## config.mk

```make
export PLATFORM = sky130hd
export DESIGN_NAME = fifo_rd_sched
export DESIGN_NICKNAME = d
export VERILOG_FILES = /design/src/rtl/fifo_pkg.sv /design/src/rtl/fifo_rd_sched_rr_arbiter.sv /design/src/rtl/fifo_rd_sched.sv
export SDC_FILE = /design/constraint.sdc
export NUM_CORES = 1
export LEC_CHECK = 0
export ABC_AREA = 1
export BUFFER_PORTS_ARGS = -buffer_cell sky130_fd_sc_hd__buf_2
export CAP_MARGIN = 40
export CORE_MARGIN = 2
export CORE_UTILIZATION = 55
export CTS_CLUSTER_DIAMETER = 120
export DETAILED_ROUTE_END_ITERATION = 7
export PLACE_DENSITY = 0.87
export SLEW_MARGIN = 20
export SYNTH_ARGS = -nofsm -noshare
export SYNTH_HDL_FRONTEND = slang
export SYNTH_SLANG_ARGS = --single-unit
```

## constraint.sdc

```tcl
create_clock -name rclk -period 2.5 [get_ports rclk]
set_input_delay 0.125 -clock rclk [delete_from_list [all_inputs] [get_ports rclk]]
set_output_delay 0.125 -clock rclk [all_outputs]
set_load 0.1 [all_outputs]
```

## src/rtl/fifo_pkg.sv

```systemverilog
`default_nettype none
// ============================================================================
// Module   : fifo_pkg
// Purpose  : Shared types and helpers for the async FIFO read/write schedulers.
// Revision : 1.0 - initial release
// ============================================================================
package fifo_pkg;

    typedef enum logic [1:0] {
        ST_IDLE  = 2'd0,
        ST_BURST = 2'd1,
        ST_DRAIN = 2'd2
    } state_t;

    // Widest requester vector the index helper accepts.
    localparam int C_MAX_REQ = 32;
    localparam int C_IDX_W   = 5;

    function automatic logic [C_IDX_W-1:0] onehot_to_idx(input logic [C_MAX_REQ-1:0] i_oh);
        logic [C_IDX_W-1:0] w_idx;
        w_idx = '0;
        for (int i = 0; i < C_MAX_REQ; i++) begin
            if (i_oh[i]) begin
                w_idx = C_IDX_W'(i);
            end
        end
        return w_idx;
    endfunction

endpackage
`default_nettype wire

```

## src/rtl/fifo_rd_sched_rr_arbiter.sv

```systemverilog
`default_nettype none
// ============================================================================
// Module   : rr_arbiter
// Purpose  : Combinational round-robin arbiter; first request at or above the
//            pointer wins, searching upward with wrap.
// Revision : 1.0 - initial release
// ============================================================================
module rr_arbiter #(
    parameter int NREQ = 4,
    parameter int PW   = (NREQ > 1) ? $clog2(NREQ) : 1
) (
    input  logic [NREQ-1:0] i_req,
    input  logic [PW-1:0]   i_ptr,
    output logic [NREQ-1:0] o_gnt
);

    int   w_idx;
    logic w_found;

    always_comb begin
        o_gnt   = '0;
        w_found = 1'b0;
        w_idx   = 0;
        for (int k = 0; k < NREQ; k++) begin
            // Explicit wrap keeps non-power-of-2 NREQ in range.
            w_idx = int'(i_ptr) + k;
            if (w_idx >= NREQ) begin
                w_idx = w_idx - NREQ;
            end
            if (!w_found && i_req[PW'(w_idx)]) begin
                o_gnt[PW'(w_idx)] = 1'b1;
                w_found           = 1'b1;
            end
        end
    end

endmodule
`default_nettype wire

```

## src/rtl/fifo_rd_sched.sv

```systemverilog
`default_nettype none
// ============================================================================
// Module   : fifo_rd_sched
// Purpose  : Read-side burst scheduler for the async FIFO with round-robin
//            consumer arbitration and a 2-entry skid buffer on read data.
// Revision : 1.0 - initial release
// ============================================================================
module fifo_rd_sched
    import fifo_pkg::*;
#(
    parameter int NREQ  = 4,
    parameter int DW    = 8,
    parameter int BURST = 4
) (
    input  logic            rclk,
    input  logic            rrst_n,
    input  logic [NREQ-1:0] req,
    input  logic            rempty,
    output logic            rinc,
    input  logic [DW-1:0]   rdata,
    output logic            out_valid,
    input  logic            out_ready,
    output logic [DW-1:0]   out_data,
    output logic [NREQ-1:0] out_gnt,
    output logic            burst_done
);

    localparam int C_PW = (NREQ > 1) ? $clog2(NREQ) : 1;
    localparam int C_IW = $clog2(BURST + 1);

    state_t            r_state;
    state_t            w_state_nxt;
    logic [C_PW-1:0]   r_rr_ptr;
    logic [C_PW-1:0]   r_winner;
    logic [NREQ-1:0]   r_gnt;
    logic [C_IW-1:0]   r_issued;
    logic              r_inflight;
    logic              r_burst_done;
    logic [1:0]        r_occ;
    logic [DW-1:0]     r_e0;
    logic [DW-1:0]     r_e1;

    logic [NREQ-1:0]   w_arb_gnt;
    logic [C_PW-1:0]   w_arb_idx;
    logic              w_rinc;
    logic              w_start;
    logic              w_exit;
    logic              w_req_win;
    logic              w_below_burst;
    logic              w_credit_ok;
    logic              w_push;
    logic              w_pop;

    rr_arbiter #(
        .NREQ (NREQ),
        .PW   (C_PW)
    ) u_arb (
        .i_req (req),
        .i_ptr (r_rr_ptr),
        .o_gnt (w_arb_gnt)
    );

    assign w_arb_idx     = C_PW'(onehot_to_idx(C_MAX_REQ'(w_arb_gnt)));
    assign w_req_win     = req[r_winner];
    assign w_below_burst = (r_issued < C_IW'(BURST));
    // Credit: skid entries plus the word in flight may never exceed two.
    assign w_credit_ok   = (r_occ == 2'd0) || ((r_occ == 2'd1) && !r_inflight);
    assign w_push        = r_inflight;
    assign w_pop         = (r_occ != 2'd0) && out_ready;

    always_ff @(posedge rclk or negedge rrst_n) begin
        if (!rrst_n) begin
            r_state <= ST_IDLE;
        end else begin
            r_state <= w_state_nxt;
        end
    end

    always_comb begin
        w_state_nxt = r_state;
        w_rinc      = 1'b0;
        w_start     = 1'b0;
        w_exit      = 1'b0;
        case (r_state)
            ST_IDLE: begin
                if ((|req) && !rempty) begin
                    w_start     = 1'b1;
                    w_state_nxt = ST_BURST;
                end
            end
            ST_BURST: begin
                w_rinc = !rempty && w_req_win && w_below_burst && w_credit_ok;
                if (!w_below_burst || !w_req_win || (rempty && !r_inflight)) begin
                    w_state_nxt = ST_DRAIN;
                end
            end
            ST_DRAIN: begin
                if (!r_inflight && (r_occ == 2'd0)) begin
                    w_exit      = 1'b1;
                    w_state_nxt = ST_IDLE;
                end
            end
            default: begin
                w_state_nxt = ST_IDLE;
            end
        endcase
    end

    always_ff @(posedge rclk or negedge rrst_n) begin
        if (!rrst_n) begin
            r_rr_ptr     <= '0;
            r_winner     <= '0;
            r_gnt        <= '0;
            r_issued     <= '0;
            r_inflight   <= 1'b0;
            r_burst_done <= 1'b0;
        end else begin
            r_inflight   <= w_rinc;
            r_burst_done <= w_exit;
            if (w_start) begin
                r_gnt    <= w_arb_gnt;
                r_winner <= w_arb_idx;
                r_issued <= '0;
            end else if (w_rinc) begin
                r_issued <= r_issued + C_IW'(1);
            end
            if (w_exit) begin
                r_gnt    <= '0;
                r_rr_ptr <= (r_winner == C_PW'(NREQ - 1)) ? '0 : r_winner + C_PW'(1);
            end
        end
    end

    // Skid buffer: r_e0 is the head, r_e1 holds the second word when occ==2.
    always_ff @(posedge rclk or negedge rrst_n) begin
        if (!rrst_n) begin
            r_occ <= 2'd0;
            r_e0  <= '0;
            r_e1  <= '0;
        end else begin
            case ({w_push, w_pop})
                2'b10: begin
                    if (r_occ == 2'd0) begin
                        r_e0 <= rdata;
                    end else begin
                        r_e1 <= rdata;
                    end
                    r_occ <= r_occ + 2'd1;
                end
                2'b01: begin
                    r_e0  <= r_e1;
                    r_occ <= r_occ - 2'd1;
                end
                2'b11: begin
                    if (r_occ == 2'd1) begin
                        r_e0 <= rdata;
                    end else begin
                        r_e0 <= r_e1;
                        r_e1 <= rdata;
                    end
                end
                default: begin
                end
            endcase
        end
    end

    assign rinc       = w_rinc;
    assign out_valid  = (r_occ != 2'd0);
    assign out_data   = r_e0;
    assign out_gnt    = r_gnt;
    assign burst_done = r_burst_done;

endmodule
`default_nettype wire

```

* Word-level counts from Yosys, hierarchy flattened
Index checks and enable logic that the tools add are counted.
W data, S select, Z words.
** Cells by class
- Equality and inequality tests :: 13
- Bitwise gates (word level) :: 3
- Reductions and logical operators :: 37
- $add $sub $neg :: 11
- Multiplexer cells :: 57
- Order comparisons :: 14
** Operators by type and width (count)
- $mux W8 :: 4
- $mux W4 :: 6
- $pmux W8 S3 :: 1
- $mux W1 :: 22
- $mux W2 :: 10
- $lt A2 B4 Y1 const B :: 4
- $pmux W8 S2 :: 1
- $logic_and A1 B1 Y1 :: 15
- $ne A2 B2 Y1 const B :: 6
- $or A4 B4 Y4 :: 3
- $bmux W1 S2 :: 5
- $reduce_bool A2 Y1 :: 5
- $sub A2 B1 Y2 const B :: 5
- $ge A3 B3 Y1 const B :: 3
- $demux W1 S2 :: 4
- $eq A2 B2 Y1 const B :: 4
- $ge A2 B1 Y1 const B :: 4
- $logic_not A1 Y1 :: 7
- $add A2 B2 Y3 const B :: 2
- $eq A2 B1 Y1 const B :: 3
- $mux W3 :: 2
- $pmux W2 S3 :: 1
- $reduce_and A3 Y1 :: 2
- $add A2 B1 Y2 const B :: 2
- other kinds (11) :: 14
** Word-level totals
- Input port bits :: 16
- Logic and storage cells :: 145
- Output and inout port bits :: 15
- Register bits after elaboration :: 33

* Logic depth before layout (Yosys ltp)
- Depth after elaboration :: 18
- Depth in mapped cells :: 13
- Gate-level depth less buffers :: 12

* By module
Synthesis repeated with hierarchy kept, for this count alone.
** Second synthesis, totals
- Cells, all modules :: 290
- Area, all modules :: 2213.4 µm²
** Modules (own cells, without submodules)
- fifo_rd_sched :: instances 1, area an instance 1709.1 µm², sequential area each 825.8 µm², cells each 201
- rr_arbiter :: instances 1, area an instance 504.2 µm², sequential area each 0.0 µm², cells each 89

* Least setup slack after synthesis
OpenSTA, ideal clock, no wires.
- Path type :: register -> register
- Start point :: register r_occ[0]
- End point :: register r_e0[0] (netlist: out_data[0])
- Path slack :: 0.162 ns
- Buffers on the path :: 0
- Arrival :: 2.212 ns
- Stages on the path, launching flop included :: 11
- Data required time :: 2.375 ns
- Setup time :: 0.125 ns
- Period minus slack after synthesis :: 2.338 ns
- Cell sequence :: dfrtp_1 inv_1 ha_1 inv_2 nand2_1 inv_1 ha_1 inv_1 o21ai_1 o22ai_1 mux2_2
** On the way
- Word-level cells in the longest chain between the ends :: 5
- Elaborated cells on any way between the ends :: 12
- Classes of those cells :: 5 x eq/ne; 2 x mux; 5 x reduce/logical
** Ends and longest elaborated chain
- start: declaration :: line fifo_rd_sched.sv:39 : logic [1:0] r_occ;
- start signal: assignment :: line fifo_rd_sched.sv:148 : r_occ <= r_occ + 2'd1;
- start signal: assignment :: line fifo_rd_sched.sv:152 : r_occ <= r_occ - 2'd1;
- $reduce_bool A2 Y1 *
- net out_valid :: line fifo_rd_sched.sv:21 : output logic out_valid,
- $logic_and A1 B1 Y1 * :: line fifo_rd_sched.sv:69 : assign w_pop = (r_occ != 2'd0) && out_ready;
- $eq A2 B2 Y1 or $eq A2 B1 Y1 (tied branches) :: line fifo_rd_sched.sv:141 : case ({w_push, w_pop})
- $ne A2 B2 Y1 (no line) or $reduce_bool A3 Y1 (tied branches)
- $reduce_and A2 Y1 (no line)
- end signal: assignment :: line fifo_rd_sched.sv:144 : r_e0 <= rdata;
- end signal: assignment :: line fifo_rd_sched.sv:151 : r_e0 <= r_e1;
- end signal: assignment :: line fifo_rd_sched.sv:156 : r_e0 <= rdata;
- end: declaration :: line fifo_rd_sched.sv:40 : logic [DW-1:0] r_e0;
Mark *: on every way through the listed nets, which the timed path passes. The rest lies on a longest branch.
A chain may end at the register's enable or synchronous reset.

* Final worst setup path
- Start point :: register r_occ[0]
- End point :: register r_e0[4] (netlist: out_data[4])
** On the way
- Word-level cells in the longest chain between the ends :: 5
- Elaborated cells on any way between the ends :: 12
- Classes of those cells :: 5 x eq/ne; 2 x mux; 5 x reduce/logical
** Ends and longest elaborated chain (line)
- $reduce_bool A2 Y1 :: fifo_rd_sched.sv:69
- $logic_and A1 B1 Y1 :: fifo_rd_sched.sv:69
- $eq A2 B2 Y1 or $eq A2 B1 Y1 (tied branches) :: fifo_rd_sched.sv:141
- $ne A2 B2 Y1 (no line) or $reduce_bool A3 Y1 (tied branches)
- $reduce_and A2 Y1 (no line)
Parallel ways exist; a longest one is shown, timed or not.

==> flow_summary.json <==
{
  "maxSlewViolCount": 0,
  "synth_sequential_area_ratio": 0.393,
  "setup_violations": 0,
  "boundaryPins": 31,
  "layout-area-overhead-vs-synth_pct": 15.4,
  "post_synth_num_cell_types": 32,
  "post_cts.resized_instances": 0,
  "drt_pass1_iterations": 4,
  "synth-compound-area-share": 0.119,
  "clkSinkCount": 33,
  "nFillCells": 333,
  "timing_worst_setup_path_type": "flop to flop",
  "timing.final.crit_share": 0.880,
  "synthTopCellsByArea": "dfrtp_1 39%, nand2_1 10%, ha_1 8.9%, inv_1 8.2%, mux2_2 4.3%",
  "synthesis.instances": 257,
  "period_minus_slack_ns": 2.20,
  "die_width_um": 65.8,
  "synth_enable_flop_cells": 0,
  "n_antenna_cell": 0,
  "htree_levels": 2,
  "synthAdderAreaFrac": 0.0894,
  "unrepaired_setup_endpoints_after_global_routing": "no",
  "die_area_mm2": 0.00433,
  "outcome": "finished, final reports clean",
  "start_util": 0.573,
  "grt_pass1_wl_um": 7620,
  "final_antenna_net_count": 0,
  "worst-slew-pin-transition_ns": 0.710,
  "clock_path_buffers": 2,
  "synth_top_family_by_area": "simple AND/OR/NAND/NOR gates",
  "top_reg_cell_synth": "dfrtp_1",
  "globalRoute.totalOverflow": 0,
  "dp.final_hpwl_um": 3290,
  "wirelength_um": 4200,
  "fmax_mhz": 455,
  "share_of_the_synthesized_area_in_the_top_cell_type": 0.393,
  "routedWlPerCell_um": 12.1,
  "postCtsHoldBufs": 1,
  "number_of_global_route_vias_before_repair": 1828,
  "layout-drive-gt1-share": 0.241,
  "setup_total_negative_slack_ns": 0,
  "postSynthRegisterBits": 33,
  "number_of_vias_after_detailed_routing": 1776,
  "slew-limit-headroom": 0.526,
  "max_capacitance_violation_total": 0,
  "floorplan.die.height_um": 65.8,
  "crit_path_start_kind": "flop",
  "post-route-util": 0.662,
  "postCtsSetupRepairBufs": 0,
  "synth-xor-area-share": 0.0125,
  "placementRows": 22,
  "synth-simple-area-share": 0.245,
  "synth_area_mm2": 0.00210,
  "cts_tree": "yes",
  "timing.critical_path.arrival_ns": 2.37,
  "clk_pin_slew_ns": 0.06,
  "muxShareOfSynthArea": 0.0429,
  "finalClockSkew_ns": 0.00136,
  "cts.root.buffer_cell": "clkbuf_8",
  "first_iter_violations": 71,
  "syn_nets": 288,
  "worst_skew_pair.late_latency_ns": 0.28,
  "place.port_buffers": 30,
  "worst_hold_margin_ns": 0.118,
  "timing.critical_path.fanout_max": 8,
  "worstPathRequired_ns": 2.67,
  "detail_route.vias_per_cell": 5.12,
  "timing.critical_path.to_type": "flop",
  "cts-buffers-inserted": 5,
  "hold_path_class": "primary input to flop",
  "design.final.nets": 329,
  "grt_antenna_before_repair": 0,
  "drcViolationCount": 0,
  "synthDominantAreaCellType": "dfrtp_1",
  "gp_congestion": 0.825,
  "post_syn_area_per_cell_um2": 8.17,
  "groute.usage.overall": 0.227,
  "ys_async_sr_fraction": 1.00,
  "synth.yosys.warnings": 0,
  "final-hold-violation-count": 0,
  "largest_net_degree_at_the_start_of_global_routing": 34,
  "fp.coreArea_mm2": 0.00366
}
[path summary, 6_finish.rpt]
path / startpoint / to / slack [ns] / cells after the start
setup reg to reg: r_occ[0]$_DFFE_PN0P_ / out_data[4]$_DFFE_PN0P_ / 0.30 / 10
setup / recovery: r_occ[0]$_DFFE_PN0P_ / out_data[4]$_DFFE_PN0P_ / 0.30 / 10
max in group asynchronous: rrst_n / r_e1[7]$_DFFE_PN0P_ / 1.61 / 2
min in group asynchronous: rrst_n / out_data[1]$_DFFE_PN0P_ / 0.43 / 2
hold reg to reg: out_gnt[0]$_DFFE_PN0P_ / out_gnt[0]$_DFFE_PN0P_ / 0.48 / 2
hold / removal: rdata[2] / r_e1[2]$_DFFE_PN0P_ / 0.12 / 3
[synth_stat cells (3+ instances only)]
cell / count
ha_1: 15
o21ai_1: 3
o21ai_0: 16
inv_1: 46
nand4_1: 3
inv_2: 3
nor2_2: 3
nand3_1: 17
nor2_1: 5
a21oi_1: 10
mux2_2: 8
nand2_1: 57
o22ai_1: 8
nand2_2: 6
nand2_4: 3
dfrtp_1: 33
[placed cells by master, fill, tap and decap left out, types with 2 or more instances in the layout]
cell type,instances
nor2_2,3
buf_4,5
nand2_4,3
nand4_1,3
ha_1,15
mux2_2,8
xnor2_1,2
nor3_2,2
nand3_1,17
clkbuf_1,3
clkbuf_8,5
dfrtp_1,33
buf_2,30
nand2_2,6
nand2_1,57
o22ai_1,8
o21ai_1,3
nand3_4,2
nor3_1,2
a21oi_1,10
nor2_1,5
inv_1,46
nor2_4,2
o21ai_0,16
inv_2,3
[cells by family after synthesis]
kind of cell               count (synthesis)
AOI/OAI and AO/OA                         44
xor gates and xnor gates                   3
adders and majority gates                 15
buffers and inverters                     52
DFF                                       33
muxes                                      8
and+or+nand+nor                          102
[layout make-up]
class	count	area, um2	share of cell area
tap	48	60.1	0.0248
multi-input combinational	172	1070	0.441
timing repair buffer	36	198	0.0816
inverter	50	190	0.0785
sequential	33	826	0.341
clock buffer	8	80.1	0.0331
[flip-flops by register name, indices dropped and copies added, names as in the netlist]
name	count
r_winner	2
r_state	2
burst_done	1
r_rr_ptr	2
r_inflight	1
out_gnt	4
r_e1	8
r_issued	3
out_data	8
r_occ	2
[through the flow]
stage               area, um2  std cells  setup WS [ns]
finish                   2420        347          0.300
global route             2420        347         0.0482
CTS                      2420        347          0.293
detailed placement       2330        338          0.297
global placement         2330        338          0.402
floorplan                2100        257          0.162
[critical path, cell delays in order, from the launching register on]
cell and delay, ns:
dfrtp_1 0.38, inv_1 0.06, ha_1 0.21, inv_2 0.09
nand2_1 0.10, inv_1 0.09, ha_1 0.20, inv_1 0.05
o21ai_1 0.46, o22ai_1 0.15, mux2_2 0.29
[layer usage]
metal / global-route usage / part of all wire
met5: 0 / 0
met4: 0.112 / 0.020
met3: 0.0460 / 0.034
met2: 0.414 / 0.51
met1: 0.248 / 0.44
Power is left out: the tool's default activity adds up to more than one toggle a clock period on the data nets, which glitch-free logic cannot reach.
